[src/rtl/rasterizer_pkg.sv]
// Shared rasterizer definitions: traversal FSM states and default datapath widths.
package rasterizer_pkg;

  // Pixel coordinates are signed so that guard-band boxes may start left of / above the origin.
  localparam int DEFAULT_COORD_WIDTH = 10;

  // Edge functions are products of two coordinate differences plus a sign bit and a carry bit.
  localparam int DEFAULT_EDGE_WIDTH = 2 * DEFAULT_COORD_WIDTH + 2;

  // Traversal states: waiting for a job, walking the box, signalling job completion.
  typedef enum logic [1:0] {
    IDLE = 2'd0,
    SCAN = 2'd1,
    DONE = 2'd2
  } trav_state_e;

endpackage : rasterizer_pkg

[src/rtl/edge_stepper.sv]
// Incremental evaluator for one triangle edge function over a row-major box walk.
// Holds the value at the current candidate and at the start of the current row, so
// a row change never needs to undo the accumulated x-steps.
module edge_stepper
  import rasterizer_pkg::*;
#(
  parameter int EDGE_WIDTH = DEFAULT_EDGE_WIDTH
) (
  input  logic                         clk,
  input  logic                         rst,
  input  logic                         load,
  input  logic                         step_x,
  input  logic                         step_row,
  input  logic signed [EDGE_WIDTH-1:0] init_val,
  input  logic signed [EDGE_WIDTH-1:0] dx,
  input  logic signed [EDGE_WIDTH-1:0] dy,
  output logic signed [EDGE_WIDTH-1:0] e
);

  logic signed [EDGE_WIDTH-1:0] e_q, e_d;
  logic signed [EDGE_WIDTH-1:0] row_e_q, row_e_d;
  logic signed [EDGE_WIDTH-1:0] dx_q, dx_d;
  logic signed [EDGE_WIDTH-1:0] dy_q, dy_d;
  logic signed [EDGE_WIDTH-1:0] next_row_e;

  // The next row's start value feeds both the row register and the candidate value.
  assign next_row_e = row_e_q + dy_q;

  // Choose between loading a new job, stepping along x, and dropping to the next row.
  always_comb begin
    e_d     = e_q;
    row_e_d = row_e_q;
    dx_d    = dx_q;
    dy_d    = dy_q;
    if (load) begin
      e_d     = init_val;
      row_e_d = init_val;
      dx_d    = dx;
      dy_d    = dy;
    end else if (step_x) begin
      e_d = e_q + dx_q;
    end else if (step_row) begin
      row_e_d = next_row_e;
      e_d     = next_row_e;
    end
  end

  // Edge state registers, cleared by synchronous reset.
  always_ff @(posedge clk) begin
    if (rst) begin
      e_q     <= '0;
      row_e_q <= '0;
      dx_q    <= '0;
      dy_q    <= '0;
    end else begin
      e_q     <= e_d;
      row_e_q <= row_e_d;
      dx_q    <= dx_d;
      dy_q    <= dy_d;
    end
  end

  assign e = e_q;

endmodule : edge_stepper

[src/rtl/bbox_traversal.sv]
// Bounding-box traversal: walks a triangle's clamped box in row-major order, one
// candidate pixel per cycle, and presents the covered pixels with their edge values.
module bbox_traversal
  import rasterizer_pkg::*;
#(
  parameter int COORD_WIDTH = DEFAULT_COORD_WIDTH,
  parameter int EDGE_WIDTH  = 2 * COORD_WIDTH + 2
) (
  input  logic                          clk,
  input  logic                          rst,
  input  logic                          in_valid,
  output logic                          in_ready,
  input  logic signed [COORD_WIDTH-1:0] min_x,
  input  logic signed [COORD_WIDTH-1:0] max_x,
  input  logic signed [COORD_WIDTH-1:0] min_y,
  input  logic signed [COORD_WIDTH-1:0] max_y,
  input  logic                          bbox_valid,
  input  logic signed [EDGE_WIDTH-1:0]  e0_init,
  input  logic signed [EDGE_WIDTH-1:0]  e1_init,
  input  logic signed [EDGE_WIDTH-1:0]  e2_init,
  input  logic signed [EDGE_WIDTH-1:0]  e0_dx,
  input  logic signed [EDGE_WIDTH-1:0]  e1_dx,
  input  logic signed [EDGE_WIDTH-1:0]  e2_dx,
  input  logic signed [EDGE_WIDTH-1:0]  e0_dy,
  input  logic signed [EDGE_WIDTH-1:0]  e1_dy,
  input  logic signed [EDGE_WIDTH-1:0]  e2_dy,
  output logic                          out_valid,
  input  logic                          out_ready,
  output logic signed [COORD_WIDTH-1:0] out_x,
  output logic signed [COORD_WIDTH-1:0] out_y,
  output logic signed [EDGE_WIDTH-1:0]  out_e0,
  output logic signed [EDGE_WIDTH-1:0]  out_e1,
  output logic signed [EDGE_WIDTH-1:0]  out_e2,
  output logic                          done
);

  trav_state_e state_q, state_d;

  logic signed [COORD_WIDTH-1:0] cx_q, cx_d;
  logic signed [COORD_WIDTH-1:0] cy_q, cy_d;
  logic signed [COORD_WIDTH-1:0] min_x_q, min_x_d;
  logic signed [COORD_WIDTH-1:0] max_x_q, max_x_d;
  logic signed [COORD_WIDTH-1:0] max_y_q, max_y_d;

  logic load;
  logic step_x;
  logic step_row;
  logic covered;

  logic signed [EDGE_WIDTH-1:0] e0;
  logic signed [EDGE_WIDTH-1:0] e1;
  logic signed [EDGE_WIDTH-1:0] e2;

  // One stepper per triangle edge; all three move in lockstep with the coordinates.
  edge_stepper #(
    .EDGE_WIDTH (EDGE_WIDTH)
  ) u_edge0 (
    .clk      (clk),
    .rst      (rst),
    .load     (load),
    .step_x   (step_x),
    .step_row (step_row),
    .init_val (e0_init),
    .dx       (e0_dx),
    .dy       (e0_dy),
    .e        (e0)
  );

  edge_stepper #(
    .EDGE_WIDTH (EDGE_WIDTH)
  ) u_edge1 (
    .clk      (clk),
    .rst      (rst),
    .load     (load),
    .step_x   (step_x),
    .step_row (step_row),
    .init_val (e1_init),
    .dx       (e1_dx),
    .dy       (e1_dy),
    .e        (e1)
  );

  edge_stepper #(
    .EDGE_WIDTH (EDGE_WIDTH)
  ) u_edge2 (
    .clk      (clk),
    .rst      (rst),
    .load     (load),
    .step_x   (step_x),
    .step_row (step_row),
    .init_val (e2_init),
    .dx       (e2_dx),
    .dy       (e2_dy),
    .e        (e2)
  );

  // A pixel is inside when it lies on the non-negative side of all three edges.
  assign covered = (e0 >= 0) && (e1 >= 0) && (e2 >= 0);

  // Next-state, coordinate advance and handshake outputs.
  always_comb begin
    state_d   = state_q;
    cx_d      = cx_q;
    cy_d      = cy_q;
    min_x_d   = min_x_q;
    max_x_d   = max_x_q;
    max_y_d   = max_y_q;
    load      = 1'b0;
    step_x    = 1'b0;
    step_row  = 1'b0;
    in_ready  = 1'b0;
    out_valid = 1'b0;
    done      = 1'b0;
    case (state_q)
      IDLE: begin
        in_ready = 1'b1;
        if (in_valid) begin
          if (bbox_valid) begin
            load    = 1'b1;
            cx_d    = min_x;
            cy_d    = min_y;
            min_x_d = min_x;
            max_x_d = max_x;
            max_y_d = max_y;
            state_d = SCAN;
          end else begin
            state_d = DONE;
          end
        end
      end
      SCAN: begin
        out_valid = covered;
        if (!covered || out_ready) begin
          if (cx_q < max_x_q) begin
            step_x = 1'b1;
            cx_d   = cx_q + COORD_WIDTH'(1);
          end else if (cy_q < max_y_q) begin
            step_row = 1'b1;
            cx_d     = min_x_q;
            cy_d     = cy_q + COORD_WIDTH'(1);
          end else begin
            state_d = DONE;
          end
        end
      end
      DONE: begin
        done    = 1'b1;
        state_d = IDLE;
      end
      default: begin
        state_d = IDLE;
      end
    endcase
  end

  // State and coordinate registers; reset abandons any job in flight.
  always_ff @(posedge clk) begin
    if (rst) begin
      state_q <= IDLE;
      cx_q    <= '0;
      cy_q    <= '0;
      min_x_q <= '0;
      max_x_q <= '0;
      max_y_q <= '0;
    end else begin
      state_q <= state_d;
      cx_q    <= cx_d;
      cy_q    <= cy_d;
      min_x_q <= min_x_d;
      max_x_q <= max_x_d;
      max_y_q <= max_y_d;
    end
  end

  assign out_x  = cx_q;
  assign out_y  = cy_q;
  assign out_e0 = e0;
  assign out_e1 = e1;
  assign out_e2 = e2;

endmodule : bbox_traversal

[config.mk]
export PLATFORM = sky130hd
export DESIGN_NAME = bbox_traversal
export DESIGN_NICKNAME = d
export VERILOG_FILES = /design/src/rtl/rasterizer_pkg.sv /design/src/rtl/edge_stepper.sv /design/src/rtl/bbox_traversal.sv
export SDC_FILE = /design/constraint.sdc
export NUM_CORES = 1
export LEC_CHECK = 0
export ABC_AREA = 1
export CAP_MARGIN = 10
export CORE_MARGIN = 5
export CORE_UTILIZATION = 35
export CTS_CLUSTER_DIAMETER = 50
export DETAILED_ROUTE_END_ITERATION = 8
export PLACE_DENSITY = 0.66
export REMOVE_ABC_BUFFERS = 1
export SYNTH_ARGS = -nofsm -noshare
export SYNTH_HDL_FRONTEND = slang
export SYNTH_SLANG_ARGS = --single-unit
[constraint.sdc]
create_clock -name clk -period 1.83 [get_ports clk]
set_input_delay 0.366 -clock clk [delete_from_list [all_inputs] [get_ports clk]]
set_output_delay 0.366 -clock clk [all_outputs]
set_load 0.1 [all_outputs]
==> impl_results.md <==
- Worst setup EP type: register
- Arrival @ worst endpoint: 2.72 ns
- Via-to-Cell Ratio: 4.806
- First-pass GRT wire length: 138800 um
- Register area share after synthesis: 0.2699
- Antenna violations before repair: 0
- Hold WS: 0.1816 ns
- Max VDD drop: 0.9683 mV
- Share of the synthesized area in the top cell type: 0.2699
- I/O pin count: 332
- Min setup slack post-route: -0.4050 ns
- Setup violators final: 155
- Crit path buffers/inverters: 4
- Clk root buf: clkbuf_16
- Placed Instance Area: 31730 sq um
- Leakage: 0.01868 uW
- Die width: 268.8 um
- Initial Util: 0.3545
- Vias in the first global route: 26020
- TritonCTS buffer count: 53
- Die area: 72230 sq um
- Multi-input logic area: 15560 sq um
- Most frequent CP cell: nor2_1
- Hold Crit Class: in2reg
- Clk_skew: 0.02966 ns
- Clk pin slew, worst setup/hold paths: 0.06 ns
- Slew at the pin closest to its max-slew limit: 0.7839 ns
- Fmax: 0.4474 GHz
- Mapped Cells: 3992
- Leading area contributor after synthesis: dfxtp_1
- Max Root-Sink Buffers: 3
- WL final: 91420 um
- Core outline area: 66100 sq um
- Residual DRC: 0
- DR WL/cell: 16.22 um
- Layout cells sized above 1: 0.2089
- CP peak stage delay: 0.31 ns
- RSZ-0062 raised after global routing: yes
- Post-layout nets: 5125
- Crit path cell chain: inv_1 > ha_4 > a21oi_1 > nor2_1 > nor2_1 > nand4_1 > nand3_4 > buf_4 > nand3_4 > buf_12 > clkbuf_16 > nor2_4 > nor2_1
- Fin. Hold Viols: 0
- Syn Area/Cell: 5.870 sq um
- DRT antenna net count: 0
- Gpl congestion: 0.9257
- Fin crit share: 1.221
- Final Instance Area: 36070 sq um
- Crit path time final: 2.235 ns
- Total grt overflow: 0
- Most numerous cell in the Yosys netlist: nand2_1
- Vias: 27080
- Fillers: 6375
- All-Layer GR Usage: 0.2379
- Cell family with most CP delay: simple AND/OR/NAND/NOR gates
- Post-route total power: 43790 uW
- Pwr dens: 1214 nW/um^2
- CTS tree: yes
- Ant. Diodes: 0
- Mapped Area: 23430 sq um
- CP required: 2.31 ns
- Slowest-stage cell, CP: dfxtp_2
- First-pass iteration count of the detailed router: 6
- CP max FO: 8
- Worst skew pair latency: 0.60 ns
- Maximum number of pins on one net before global-route repair: 78
- Netlist cell types: 37
- DPL Wire Length: 65970 um
- Area growth, synth to finish: 53.92%
- CP startpoint kind: register
- Max cap viols: 0
- Die Ht: 268.8 um
- Initial drt markers: 2083
- Rows: 94
- CTS Hold Buffers Added: 0
- Status: finished, violations left
- Register bit count reported by yosys: 316
- Share of flip-flops with an asynchronous set or reset: 0
- Commonest cells post-synth: nand2_1 (1261), nor2_1 (616), inv_1 (563)
- Critical path class: reg2reg
- PortBufs: 331
- Final slew viol count: 0
- Sink Count: 316
- Failing checks: setup timing
- H-tree levels: 2
- Worst slew margin: 0.4774
- Register Area: 6337 sq um
- Post-synth top flop: dfxtp_1
- EDFF count, synth: 0
- Syn. warnings: 0
- Synth top area cells: dfxtp_1 (27%), nand2_1 (20%), nor2_1 (9.9%)
-- flip-flops by register name, summed over array words and instances (netlist names), 10 cells and up --
signal,count
out_x,10
out_y,10
u_edge0.dy_q,22
u_edge2.row_e_q,22
u_edge0.row_e_q,22
u_edge2.dy_q,22
u_edge1.e,22
u_edge2.dx_q,22
min_x_q,10
u_edge1.dx_q,22
u_edge1.row_e_q,22
u_edge0.dx_q,22
u_edge2.e,22
max_x_q,10
u_edge0.e,22
max_y_q,10
u_edge1.dy_q,22
-- cells by family after synthesis --
family	synth area share
xor gates and xnor gates	0.03102
muxes	0.002136
adders and majority gates	0.08308
and+or+nand+nor	0.3842
buffers and inverters	0.1223
AOI/OAI and AO/OA	0.1074
DFF	0.2699
-- cell type report --
class                      count  area share
multi-input combinational   2961      0.4313
tap                          864     0.02997
sequential                   316      0.1757
clock buffer                  63     0.03920
timing repair buffer         830      0.2518
inverter                     568     0.05959
clock inverter                34     0.01245
-- report_power, final --
group / total [uW] / internal (uW) / switching, uW
clock network: 10600 / 6700 / 3910
logic: 24300 / 10000 / 14300
registers: 8890 / 8040 / 852
total: 43800 / 24700 / 19000
-- worst reg2reg max path, cell delays in order, from the launching register on --
cell and delay (ns):
dfxtp_2 0.31, inv_1 0.09, ha_4 0.21, a21oi_1 0.13, nor2_1 0.07, nor2_1 0.17
nand4_1 0.19, nand3_4 0.12, buf_4 0.13, nand3_4 0.14, buf_12 0.21, clkbuf_16 0.20
nor2_4 0.11, nor2_1 0.05
-- per-stage QoR --
step	setup slack, ns	util	TNS (ns)	instances
detailed placement	-0.5132	0.4800	-89.55	5485
global route	-0.5311	0.5457	-72.27	5636
global placement	-0.4869	0.4800	-86.72	5485
floorplan	-12.51	-	-3368.99	3845
CTS	-0.3728	0.5270	-49.08	5617
finish	-0.4050	0.5457	-51.06	5636
-- timing repair --
action,4_1_cts,5_1_grt
pin swaps,39,80
buffers inserted,17,10
resized for setup,154,248
endpoints found under the setup margin,155,179
gates cloned,18,11
endpoints found under the hold margin,0,0
-- metal layers --
metal | vias up | GRT usage | routed length (um)
met5 | - | 0 | 0
met3 | 124 | 0.02920 | 4933
met1 | 12330 | 0.3147 | 40170
li1 | 13920 | - | -
met4 | 0 | 0.05908 | 2291
met2 | 716 | 0.4145 | 44030
-- final timing paths --
check | from | end | slack, ns | cells past startpoint
worst max-delay path | max_y_q[7]$_SDFFE_PP0P_ | u_edge2.row_e_q[17]$_SDFFE_PP0P_ | -0.41 | 13
worst min register to register | max_y_q[1]$_SDFFE_PP0P_ | max_y_q[1]$_SDFFE_PP0P_ | 0.47 | 2
worst max register to register | max_y_q[7]$_SDFFE_PP0P_ | u_edge2.row_e_q[17]$_SDFFE_PP0P_ | -0.41 | 13
worst min-delay path | rst | out_y[1]$_SDFFE_PP0P_ | 0.18 | 4
-- cell usage in the layout, fill, tap and decap left out, types with 30 or more instances in the layout --
cell,instances
a21oi_1,173
a21oi_2,45
buf_12,129
buf_4,419
clkbuf_16,64
clkdlybuf4s50_1,241
dfxtp_1,307
ha_1,130
inv_1,556
nand2_1,1140
nand2_2,87
nand2_4,37
nand3_1,209
nand3_2,47
nor2_1,582
o21ai_0,225
xnor2_1,51
xor2_1,30
(Power assumes the default switching activity.)
